$ cat config.mk
export PLATFORM = sky130hd
export DESIGN_NAME = pcg_noise_bank_flat
export DESIGN_NICKNAME = d
export VERILOG_FILES = /design/src/rtl/pcg_noise_pkg.sv /design/src/rtl/pcg_noise_bank_if.sv /design/src/rtl/pcg_lane.sv /design/src/rtl/pcg_noise_bank.sv /design/src/flat_wrapper.sv
export SDC_FILE = /design/constraint.sdc
export NUM_CORES = 1
export LEC_CHECK = 0
export CAP_MARGIN = 20
export CORE_ASPECT_RATIO = 0.9
export CORE_MARGIN = 3
export CORE_UTILIZATION = 53
export CTS_BUF_LIST = sky130_fd_sc_hd__clkbuf_8
export CTS_CLUSTER_SIZE = 30
export DETAILED_ROUTE_END_ITERATION = 8
export PLACE_DENSITY = 0.73
export SYNTH_ARGS = -nofsm -noshare
export SYNTH_HDL_FRONTEND = slang
export SYNTH_SLANG_ARGS = --single-unit
$ cat constraint.sdc
create_clock -name clk -period 6.9 [get_ports clk]
set_input_delay 1.38 -clock clk [delete_from_list [all_inputs] [get_ports clk]]
set_output_delay 1.38 -clock clk [all_outputs]
set_load 0.05 [all_outputs]
$ cat src/rtl/pcg_noise_pkg.sv
// rtl/pcg_noise_pkg.sv - shared types, default constants and PCG arithmetic helpers
//
// Contents:
//   fsm_state_e    control FSM states (RUN, WARM0, WARM1)
//   DEF_*          default generator constants
//   lcg_step()     one LCG advance, wrapped to w bits
//   lcg_perm()     output permutation of a w-bit state down to out_w bits
package pcg_noise_pkg;

  typedef enum logic [1:0] {
    RUN   = 2'd0,
    WARM0 = 2'd1,
    WARM1 = 2'd2
  } fsm_state_e;

  localparam int DEF_MULT         = 12829;
  localparam int DEF_BASE_INC     = 47989;
  localparam int DEF_OUT_MULT     = 62169;
  localparam int DEF_DEFAULT_SEED = 4356;

  // Helpers work on a 64-bit carrier so one function serves any width up
  // to 32 bits; callers size-cast the result back to their own width.
  function automatic logic [63:0] width_mask(input int unsigned w);
    return (w >= 32'd64) ? '1 : ((64'd1 << w) - 64'd1);
  endfunction

  function automatic logic [63:0] lcg_step(input logic [63:0] s,
                                           input logic [63:0] mult,
                                           input logic [63:0] inc,
                                           input int unsigned w);
    return (s * mult + inc) & width_mask(w);
  endfunction

  function automatic logic [63:0] lcg_perm(input logic [63:0] s,
                                           input logic [63:0] out_mult,
                                           input int unsigned w,
                                           input int unsigned out_w);
    int unsigned sh;
    logic [63:0] x;
    logic [63:0] y;
    // Shift amount comes from the top three state bits, so it ranges 3..10.
    sh = 32'((s >> (w - 32'd3)) & 64'd7) + 32'd3;
    x  = (s >> sh) ^ s;
    y  = (x * out_mult) & width_mask(w);
    return (y >> (w - out_w)) & width_mask(out_w);
  endfunction

endpackage

$ cat src/rtl/pcg_noise_bank_if.sv
// rtl/pcg_noise_bank_if.sv - control, seed handshake and sample output bundle
//
// Signals:
//   en          global advance enable
//   hold_len    extra cycles each sample is held
//   density     mask threshold
//   seed_valid  seed offer
//   seed        seed value (channel c gets seed + c)
//   seed_ready  generator can accept a seed (RUN only)
//   out_data    packed samples, channel c at [c*OUT_W +: OUT_W]
//   out_mask    per-channel sample < density
//   out_valid   one-cycle pulse on each sample update
// Modports: master drives control/seed, slave is the generator.
interface pcg_noise_bank_if #(
  parameter int STATE_W = 16,
  parameter int OUT_W   = 8,
  parameter int N_CH    = 4,
  parameter int HOLD_W  = 8
) ();

  logic                    en;
  logic [HOLD_W-1:0]       hold_len;
  logic [OUT_W-1:0]        density;
  logic                    seed_valid;
  logic [STATE_W-1:0]      seed;
  logic                    seed_ready;
  logic [N_CH*OUT_W-1:0]   out_data;
  logic [N_CH-1:0]         out_mask;
  logic                    out_valid;

  modport master (
    output en, hold_len, density, seed_valid, seed,
    input  seed_ready, out_data, out_mask, out_valid
  );

  modport slave (
    input  en, hold_len, density, seed_valid, seed,
    output seed_ready, out_data, out_mask, out_valid
  );

endinterface

$ cat src/rtl/pcg_lane.sv
// rtl/pcg_lane.sv - one PCG noise channel: LCG state, permuted sample and mask
//
// Ports:
//   clk, rst_n   clock, synchronous active-low reset
//   tick         advance state and register a new sample/mask
//   load_zero    clear state (seed accepted)
//   add_seed     state <= step(0) + seed + CH
//   warm_step    advance state without touching outputs
//   seed         latched seed value
//   density      mask threshold
//   out_data     registered sample of the pre-step state
//   out_mask     registered (sample < density)
module pcg_lane import pcg_noise_pkg::*; #(
  parameter int STATE_W      = 16,
  parameter int OUT_W        = 8,
  parameter int CH           = 0,
  parameter int MULT         = DEF_MULT,
  parameter int BASE_INC     = DEF_BASE_INC,
  parameter int OUT_MULT     = DEF_OUT_MULT,
  parameter int DEFAULT_SEED = DEF_DEFAULT_SEED
) (
  input  logic               clk,
  input  logic               rst_n,
  input  logic               tick,
  input  logic               load_zero,
  input  logic               add_seed,
  input  logic               warm_step,
  input  logic [STATE_W-1:0] seed,
  input  logic [OUT_W-1:0]   density,
  output logic [OUT_W-1:0]   out_data,
  output logic               out_mask
);

  // Per-channel odd increment keeps every lane on a full-period sequence.
  localparam logic [63:0] INC64 = 64'((BASE_INC + 2 * CH) | 1);
  localparam logic [63:0] RST64 = 64'(DEFAULT_SEED) + 64'(CH);

  logic [STATE_W-1:0] state_q;
  logic [STATE_W-1:0] step_next;
  logic [STATE_W-1:0] warm_next;
  logic [OUT_W-1:0]   sample;

  assign step_next = STATE_W'(lcg_step(64'(state_q), 64'(MULT), INC64, STATE_W));
  // step(0) collapses to the increment, so warm-up adds seed + CH to it.
  assign warm_next = STATE_W'(INC64 + 64'(seed) + 64'(CH));
  assign sample    = OUT_W'(lcg_perm(64'(state_q), 64'(OUT_MULT), STATE_W, OUT_W));

  always_ff @(posedge clk) begin
    if (!rst_n) begin
      state_q  <= STATE_W'(RST64);
      out_data <= '0;
      out_mask <= 1'b0;
    end else if (load_zero) begin
      state_q <= '0;
    end else if (add_seed) begin
      state_q <= warm_next;
    end else if (warm_step) begin
      state_q <= step_next;
    end else if (tick) begin
      state_q  <= step_next;
      out_data <= sample;
      out_mask <= (sample < density);
    end
  end

endmodule

$ cat src/rtl/pcg_noise_bank.sv
// rtl/pcg_noise_bank.sv - multi-channel PCG noise generator with hold and seeding
//
// Ports:
//   clk, rst_n   clock, synchronous active-low reset
//   bus          pcg_noise_bank_if slave: en/hold_len/density control,
//                seed_valid/seed/seed_ready handshake,
//                out_data/out_mask/out_valid sample stream
module pcg_noise_bank import pcg_noise_pkg::*; #(
  parameter int STATE_W      = 16,
  parameter int OUT_W        = 8,
  parameter int N_CH         = 4,
  parameter int MULT         = DEF_MULT,
  parameter int BASE_INC     = DEF_BASE_INC,
  parameter int OUT_MULT     = DEF_OUT_MULT,
  parameter int DEFAULT_SEED = DEF_DEFAULT_SEED,
  parameter int HOLD_W       = 8
) (
  input  logic             clk,
  input  logic             rst_n,
  pcg_noise_bank_if.slave  bus
);

  fsm_state_e            fsm_q, fsm_d;
  logic [HOLD_W-1:0]     hold_cnt_q, hold_cnt_d;
  logic [STATE_W-1:0]    seed_q;
  logic                  out_valid_q;
  logic                  seed_ready;
  logic                  seed_acc;
  logic                  tick;
  logic                  add_seed;
  logic                  warm_step;
  logic [N_CH*OUT_W-1:0] data_vec;
  logic [N_CH-1:0]       mask_vec;

  always_comb begin
    fsm_d      = fsm_q;
    hold_cnt_d = hold_cnt_q;
    seed_ready = 1'b0;
    seed_acc   = 1'b0;
    tick       = 1'b0;
    add_seed   = 1'b0;
    warm_step  = 1'b0;
    case (fsm_q)
      RUN: begin
        seed_ready = 1'b1;
        // A seed offer wins over a due tick in the same cycle.
        if (bus.seed_valid) begin
          seed_acc   = 1'b1;
          hold_cnt_d = '0;
          fsm_d      = WARM0;
        end else if (bus.en) begin
          // >= so that lowering hold_len below the count ticks immediately.
          if (hold_cnt_q >= bus.hold_len) begin
            tick       = 1'b1;
            hold_cnt_d = '0;
          end else begin
            hold_cnt_d = hold_cnt_q + HOLD_W'(1);
          end
        end
      end
      WARM0: begin
        add_seed = 1'b1;
        fsm_d    = WARM1;
      end
      WARM1: begin
        warm_step = 1'b1;
        fsm_d     = RUN;
      end
      default: fsm_d = RUN;
    endcase
  end

  always_ff @(posedge clk) begin
    if (!rst_n) begin
      fsm_q       <= RUN;
      hold_cnt_q  <= '0;
      seed_q      <= '0;
      out_valid_q <= 1'b0;
    end else begin
      fsm_q       <= fsm_d;
      hold_cnt_q  <= hold_cnt_d;
      out_valid_q <= tick;
      if (seed_acc) seed_q <= bus.seed;
    end
  end

  for (genvar c = 0; c < N_CH; c++) begin : g_lane
    pcg_lane #(
      .STATE_W      (STATE_W),
      .OUT_W        (OUT_W),
      .CH           (c),
      .MULT         (MULT),
      .BASE_INC     (BASE_INC),
      .OUT_MULT     (OUT_MULT),
      .DEFAULT_SEED (DEFAULT_SEED)
    ) u_lane (
      .clk       (clk),
      .rst_n     (rst_n),
      .tick      (tick),
      .load_zero (seed_acc),
      .add_seed  (add_seed),
      .warm_step (warm_step),
      .seed      (seed_q),
      .density   (bus.density),
      .out_data  (data_vec[c*OUT_W +: OUT_W]),
      .out_mask  (mask_vec[c])
    );
  end

  assign bus.seed_ready = seed_ready;
  assign bus.out_data   = data_vec;
  assign bus.out_mask   = mask_vec;
  assign bus.out_valid  = out_valid_q;

endmodule

$ cat src/flat_wrapper.sv
// flat-port wrapper written by rule: the top's interface ports become plain ports
module pcg_noise_bank_flat import pcg_noise_pkg::*;
#(
  parameter int STATE_W      = 16,
  parameter int OUT_W        = 8,
  parameter int N_CH         = 4,
  parameter int MULT         = DEF_MULT,
  parameter int BASE_INC     = DEF_BASE_INC,
  parameter int OUT_MULT     = DEF_OUT_MULT,
  parameter int DEFAULT_SEED = DEF_DEFAULT_SEED,
  parameter int HOLD_W       = 8
)
  (clk, rst_n, bus_en, bus_hold_len, bus_density, bus_seed_valid, bus_seed, bus_seed_ready, bus_out_data, bus_out_mask, bus_out_valid);
  pcg_noise_bank_if #(.STATE_W(STATE_W), .OUT_W(OUT_W), .N_CH(N_CH), .HOLD_W(HOLD_W)) bus_i ();
  input  logic clk;
  input  logic rst_n;
  input wire logic [$bits(bus_i.en)-1:0] bus_en;
  input wire logic [$bits(bus_i.hold_len)-1:0] bus_hold_len;
  input wire logic [$bits(bus_i.density)-1:0] bus_density;
  input wire logic [$bits(bus_i.seed_valid)-1:0] bus_seed_valid;
  input wire logic [$bits(bus_i.seed)-1:0] bus_seed;
  output wire logic [$bits(bus_i.seed_ready)-1:0] bus_seed_ready;
  output wire logic [$bits(bus_i.out_data)-1:0] bus_out_data;
  output wire logic [$bits(bus_i.out_mask)-1:0] bus_out_mask;
  output wire logic [$bits(bus_i.out_valid)-1:0] bus_out_valid;
  assign bus_i.en = bus_en;
  assign bus_i.hold_len = bus_hold_len;
  assign bus_i.density = bus_density;
  assign bus_i.seed_valid = bus_seed_valid;
  assign bus_i.seed = bus_seed;
  assign bus_seed_ready = bus_i.seed_ready;
  assign bus_out_data = bus_i.out_data;
  assign bus_out_mask = bus_i.out_mask;
  assign bus_out_valid = bus_i.out_valid;
  pcg_noise_bank #(.STATE_W(STATE_W), .OUT_W(OUT_W), .N_CH(N_CH), .MULT(MULT), .BASE_INC(BASE_INC), .OUT_MULT(OUT_MULT), .DEFAULT_SEED(DEFAULT_SEED), .HOLD_W(HOLD_W)) u_core (.clk(clk), .rst_n(rst_n), .bus(bus_i));
endmodule
# Yosys cells after proc, flatten, opt, wreduce, memory -nomap -nowiden

Index checks and enable logic that the tools add are counted.

Output and inout port bits: 38
Flip-flop bits (word level): 127
Word-level logic and storage cells: 101
Input port bits: 36

Reductions and logical operators: 7
Multipliers: 8
Shift-type cells: 4
Add/sub/neg operators: 16
Mux-type cells: 30
Magnitude comparators: 5
Bitwise logic cells: 8
Equality and inequality tests: 3

Operators with widths:

| operator                                                              | count |
|---|---|
| 64-bit by 16-bit multiplier with 16-bit output, second input constant | 4 |
| 16-bit by 4-bit >> shifter with 64-bit output                         | 4 |
| 64-bit by 16-bit bitwise XOR with 64-bit output                       | 4 |
| 16-bit 2-to-1 mux                                                     | 12 |
| 16-bit adder, first input constant                                    | 4 |
| 16-bit adder, second input constant                                   | 4 |
| 16-bit by 14-bit multiplier with 16-bit output, second input constant | 4 |
| 13-bit 2-to-1 mux                                                     | 4 |
| 16-bit by 2-bit adder with 16-bit output, second input constant       | 2 |
| 8-bit less-than comparator                                            | 4 |
| 8-bit 2-to-1 mux                                                      | 3 |
| 16-bit by 1-bit adder with 16-bit output, second input constant       | 1 |
| 3-bit by 2-bit adder with 4-bit output, second input constant         | 4 |
| 1-bit 2-to-1 mux                                                      | 9 |
| 8-bit by 1-bit adder with 8-bit output, second input constant         | 1 |
| 8-bit greater-or-equal comparator                                     | 1 |
| 1-bit NOT                                                             | 4 |
| 2-bit one-hot mux with 2 select lines                                 | 1 |
| 4-bit AND reduction                                                   | 1 |
| 4-bit nonzero test                                                    | 1 |
| 3-bit nonzero test                                                    | 1 |
| 2-bit by 1-bit equality test with 1-bit output, second input constant | 1 |
| 2-bit equality test, second input constant                            | 1 |
| 2-bit logical NOT                                                     | 1 |
| other kinds (5)                                                       | 5 |

# Logic depth before layout (Yosys ltp)

Depth after elaboration: 9
Gate-level depth with buffers: 32
Depth with buffers taken out: 30

# Hierarchy

From an unflattened synthesis, not the netlist that was laid out.

Cells, all modules: 2,933
Area total of the unflattened synthesis: 25,620.8 µm²

Modules (own cells, without submodules):

| module                             | times used | cells an instance | area an instance (µm²) | sequential area each (µm²) |
|---|---|---|---|---|
| pcg_lane (u_core.g_lane[1].u_lane) | 1          | 713               | 6,137.1                | 500.5 |
| pcg_lane (u_core.g_lane[2].u_lane) | 1          | 709               | 6,079.6                | 500.5 |
| pcg_lane (u_core.g_lane[0].u_lane) | 1          | 682               | 6,064.6                | 500.5 |
| pcg_lane (u_core.g_lane[3].u_lane) | 1          | 668               | 6,039.5                | 500.5 |
| pcg_noise_bank                     | 1          | 161               | 1,300.0                | 540.5 |

# Worst setup path after synthesis

Ideal clock, no wire load.

Kind: reg2reg
From: reg u_core.g_lane[3].u_lane.state_q[14]
To: reg u_core.g_lane[3].u_lane.out_mask
Path slack: -0.103 ns
Setup time: 0.117 ns
Data required time: 6.783 ns
Arrival time: 6.885 ns
Buffers on the path: 2
Cell stages (with the launch flop): 28
Cell sequence: dfxtp_1 -> buf_6 -> clkbuf_1 -> inv_1 -> a21o_2 -> o21ai_0 -> nor2_1 -> a31oi_1 -> xnor2_1 -> ha_1 -> fa_1 -> inv_1 -> fa_1 -> fa_1 -> fa_1 -> fa_1 -> xnor2_1 -> xnor2_1 -> xnor2_1 -> xnor2_1 -> xnor3_2 -> and3_4 -> a31oi_1 -> or4b_1 -> ha_1 -> nand4_1 -> a211o_1 -> a32o_1

Word-level cells in the longest chain between the ends: 5

RTL lines:

| element                                             | line                | source |
|---|---|---|
| start: declaration                                  | pcg_lane.sv:38      | `logic [STATE_W-1:0] state_q;` |
| start signal: assignment                            | pcg_lane.sv:50      | `state_q <= STATE_W'(RST64);` |
| start signal: assignment                            | pcg_lane.sv:56      | `state_q <= warm_next;` |
| start signal: assignment                            | pcg_lane.sv:58      | `state_q <= step_next;` |
| 3-bit by 2-bit adder with 4-bit output              | pcg_noise_pkg.sv:42 | `sh = 32'((s >> (w - 32'd3)) & 64'd7) + 32'd3;` |
| 16-bit by 4-bit >> shifter with 64-bit output       | pcg_noise_pkg.sv:43 | `x = (s >> sh) ^ s;` |
| 64-bit by 16-bit bitwise XOR with 64-bit output (*) | pcg_noise_pkg.sv:43 |  |
| 64-bit by 16-bit multiplier with 16-bit output (*)  | pcg_noise_pkg.sv:44 | `y = (x * out_mult) & width_mask(w);` |
| named net u_core.g_lane[3].u_lane.sample[7]         | pcg_lane.sv:41      | `logic [OUT_W-1:0] sample;` |
| 8-bit less-than comparator (*)                      | pcg_lane.sv:62      | `out_mask <= (sample < density);` |
| end signal: assignment                              | pcg_lane.sv:62      |  |
| end: declaration                                    | pcg_lane.sv:31      | `output logic out_mask` |

Mark *: on every way through the listed nets, which the timed path passes. The rest lies on a longest branch.
A chain may end at the register's enable or synchronous reset.

# Worst setup path in the final report

From: reg u_core.g_lane[1].u_lane.state_q[14]
To: reg u_core.g_lane[1].u_lane.out_mask

Word-level cells in the longest chain between the ends: 5

RTL lines:

| element                                             | line |
|---|---|
| start: declaration                                  | pcg_lane.sv:38 |
| start signal: assignment                            | pcg_lane.sv:50 |
| start signal: assignment                            | pcg_lane.sv:56 |
| start signal: assignment                            | pcg_lane.sv:58 |
| 3-bit by 2-bit adder with 4-bit output              | pcg_noise_pkg.sv:42 |
| 16-bit by 4-bit >> shifter with 64-bit output       | pcg_noise_pkg.sv:43 |
| 64-bit by 16-bit bitwise XOR with 64-bit output (*) | pcg_noise_pkg.sv:43 |
| 64-bit by 16-bit multiplier with 16-bit output (*)  | pcg_noise_pkg.sv:44 |
| named net u_core.g_lane[1].u_lane.sample[6]         | pcg_lane.sv:41 |
| 8-bit less-than comparator (*)                      | pcg_lane.sv:62 |
| end signal: assignment                              | pcg_lane.sv:62 |
| end: declaration                                    | pcg_lane.sv:31 |

Marks and branches as above.

==> metrics.txt <==
hold buffers post-CTS=0; Rel. slew slack=30.5%; WHS Endpoint=u_core.g_lane[1].u_lane.out_data[5]$_SDFFE_PN0P_; Setup Skew=17.3 ps; CTS tree=yes; area delta synth->final=10.7%; maximum number of pins on one net before global-route repair=87; hold path cells=2; final net count=3,836; fin crit period=6690 ps; Worst-path clk slew=90 ps; Crit path arrival time=7160 ps; CP required=7370 ps; drc violations=0; asr flop ratio synth=0%; GPL Wtd Cong=0.931; Yosys cell types=81; CORE AREA=47,000 sq um; design area=28,100 sq um; Most used DFF post-synth=dfxtp_1; vias per cell=5.51; Crit Path Class=flip-flop to flip-flop; status=complete, no violations; final setup fails=0; First-pass DRT Iterations=6; Worst setup SP type=flip-flop; IO buf count=73; Netlist Area Pre-Place=25,400 sq um; Fin. Hold Viols=0; Final HPWL DP=52,800 um; Final period util=97.0%; Total Routing Usage GR=25.7%; Sink Count=127; syn nets=3,722; FMAX=0.149 GHz; DR WL/cell=17.5 um; Num CTS Buffers=17; ANT cells=0; Worst Setup End Kind=flip-flop; die width=237 um; setup TNS=0 ps; hold wc startpoint=u_core.g_lane[1].u_lane.out_data[5]$_SDFFE_PN0P_; RSZ-0062 raised after global routing=yes; grt total ovfl=0; die height=214 um; Initial Util=54.0%; Seq/Total Area, Yosys=10.0%; area of placed instances=27,300 sq um; clock root buffer=clkbuf_8; fraction of layout cells with a size suffix above 1=8.50%; vias in the first global route=20,710; flop2flop setup slack=210 ps; Slew Limit Fails=0; register bit count reported by yosys=127; Max clock buf depth=2; first-pass GRT wire length=105,000 um; average size of a mapped cell=8.66 sq um; FF-to-FF Start=u_core.g_lane[1].u_lane.state_q[14]$_SDFFE_PP0P_; Synth Instances=2,933; cell count of the worst reg-to-reg path=26; Slew @ Worst Pin=1040 ps; Antenna Nets Post-Route=0; # IOs=74; number of synthesized flops with an enable pin=0; worst min path class=flip-flop to flip-flop; Syn. warnings=0; Crit Path Max Fanout=4; die area=50,600 sq um; drt total wl=64,200 um; Reg2Reg Capture Point=u_core.g_lane[1].u_lane.out_mask$_SDFFE_PN0P_; MaxCap Viol Count=0; vias after detailed routing=20,257; antenna violations before repair=0; H-Tree Depth=4; # rows=75; Iter 0 DRT Violations=1,279; Skew-Pair Late Insertion Delay=530 ps
Yosys cell counts (all sizes together), types with 5 or more instances:
| library cell | instances | area share, % |
|---|---|---|
| a2111oi | 8 | 0.28 |
| a211oi | 53 | 1.6 |
| a21o | 33 | 0.98 |
| a21oi | 147 | 2.9 |
| a31oi | 20 | 0.49 |
| and2 | 24 | 0.59 |
| and3 | 13 | 0.34 |
| buf | 23 | 0.49 |
| clkbuf | 75 | 1.1 |
| clkinv | 5 | 0.074 |
| dfxtp | 127 | 10 |
| fa | 257 | 20 |
| ha | 496 | 24 |
| inv | 605 | 8.9 |
| mux2 | 16 | 0.71 |
| mux2i | 36 | 1.4 |
| mux4 | 11 | 0.99 |
| nand2 | 170 | 2.5 |
| nand2b | 19 | 0.47 |
| nand3 | 28 | 0.55 |
| nand3b | 6 | 0.18 |
| nand4 | 10 | 0.25 |
| nor2 | 135 | 2.0 |
| nor2b | 23 | 0.57 |
| nor3 | 48 | 0.95 |
| nor3b | 6 | 0.18 |
| nor4 | 6 | 0.15 |
| o211a | 5 | 0.20 |
| o211ai | 16 | 0.47 |
| o21a | 11 | 0.33 |
| o21ai | 112 | 2.2 |
| o21bai | 11 | 0.33 |
| o221ai | 6 | 0.21 |
| o2bb2ai | 5 | 0.17 |
| o31ai | 11 | 0.33 |
| or2 | 10 | 0.25 |
| or3 | 8 | 0.20 |
| xnor2 | 217 | 7.6 |
| xor2 | 79 | 2.7 |
through the flow:
step	worst slack [ps]	hold WS, ps	util [%]	instances
after floorplan	15.1	445	-	2933
after global placement	13.8	439	58.1	3632
after detailed placement	-191	447	58.2	3633
after CTS	19.4	459	59.1	3665
after global routing	-63.5	485	59.8	3676
final	209	454	59.8	3676
cell usage in the layout, fill, tap and decap left out, types with 13 or more instances in the layout:
| master | Yosys | layout |
|---|---|---|
| inv_1 | 605 | 603 |
| ha_1 | 496 | 492 |
| fa_1 | 257 | 256 |
| xnor2_1 | 216 | 204 |
| nand2_1 | 170 | 169 |
| a21oi_1 | 146 | 145 |
| nor2_1 | 134 | 132 |
| buf_4 | 5 | 117 |
| dfxtp_1 | 127 | 114 |
| o21ai_0 | 105 | 99 |
| xor2_1 | 79 | 75 |
| clkdlybuf4s50_1 | 0 | 73 |
| a211oi_1 | 53 | 52 |
| nor3_1 | 48 | 46 |
| mux2i_1 | 36 | 34 |
| a21o_1 | 32 | 32 |
| nand3_1 | 28 | 28 |
| nor2b_1 | 23 | 23 |
| and2_1 | 24 | 22 |
| nand2b_1 | 19 | 19 |
| clkbuf_8 | 0 | 18 |
| o211ai_1 | 16 | 16 |
| a31oi_1 | 20 | 16 |
| mux2_2 | 12 | 13 |
registers in the layout, indices dropped and copies added (netlist names):
name	cells
u_core.fsm_q	2
u_core.g_lane.u_lane.state_q	64
u_core.bus.out_valid	1
u_core.hold_cnt_q	8
u_core.g_lane.u_lane.out_data	32
u_core.seed_q	16
u_core.g_lane.u_lane.out_mask	4
cells by family after synthesis:
group	share of synthesized area, %
and+or+nand+nor	9.44
muxes	3.12
DFF	10.0
AOI/OAI and AO/OA	11.7
xor gates and xnor gates	10.5
buffers and inverters	10.6
adders and majority gates	44.7
routing by layer:
metal	wire length [um]	global-route usage [%]	vias up
met4	1210	6.11	0
met5	0	0	-
met3	3960	3.60	87
met2	29300	42.2	574
met1	29700	36.1	9816
li1	-	-	9780
worst max-delay path, cell delays in order (launching register included):
cell       delay, ps
dfxtp_2          350
mux2_2           360
o221a_2          280
or3_4            370
and2_2           240
ha_1             350
ha_4             270
a21o_1           170
ha_1             290
ha_1             290
inv_1             70
fa_1             430
fa_1             490
inv_1             40
ha_1             280
inv_1            110
nor2_1            60
o21a_1           170
o21ai_2          160
a211oi_2          90
buf_4            170
o31ai_1          290
xnor2_1          200
ha_1             300
a21o_1           170
a2111oi_1        430
a32o_1           170
how the worst max path moves through the flow:
stage                                                     start                                            end  slack [ps]  cells after the start
2_1_floorplan  u_core.g_lane[3].u_lane.state_q[14]$_SDFFE_PP0P_  u_core.g_lane[3].u_lane.out_mask$_SDFFE_PN0P_          20                     27
3_3_place_gp   u_core.g_lane[3].u_lane.state_q[14]$_SDFFE_PP0P_  u_core.g_lane[3].u_lane.out_mask$_SDFFE_PN0P_          10                     24
3_5_place_dp   u_core.g_lane[3].u_lane.state_q[14]$_SDFFE_PP0P_  u_core.g_lane[3].u_lane.out_mask$_SDFFE_PN0P_        -190                     23
4_1_cts        u_core.g_lane[3].u_lane.state_q[14]$_SDFFE_PP0P_  u_core.g_lane[3].u_lane.out_mask$_SDFFE_PN0P_          20                     25
5_1_grt        u_core.g_lane[3].u_lane.state_q[13]$_SDFFE_PP0P_  u_core.g_lane[3].u_lane.out_mask$_SDFFE_PN0P_         -60                     26
6_report       u_core.g_lane[1].u_lane.state_q[14]$_SDFFE_PP0P_  u_core.g_lane[1].u_lane.out_mask$_SDFFE_PN0P_         210                     26
layout make-up:
cell class	instances	area (sq um)
Fill cell	4001	18900
Inverter	610	2300
Timing Repair Buffer	193	1650
Sequential cell	127	2570
Multi-Input combinational cell	2098	20400
Tap cell	616	771
Clock inverter	14	154
Clock buffer	18	248
timing repair:
action / in CTS / in global routing
gates resized for setup: 10 / 62
cloned: 0 / 0
setup endpoints to repair: 2 / 4
setup buffers: 0 / 11
pin swaps: 0 / 16
Power is not shown: default switching activity piles up to over one toggle a cycle in this logic, so the estimate is an artifact.
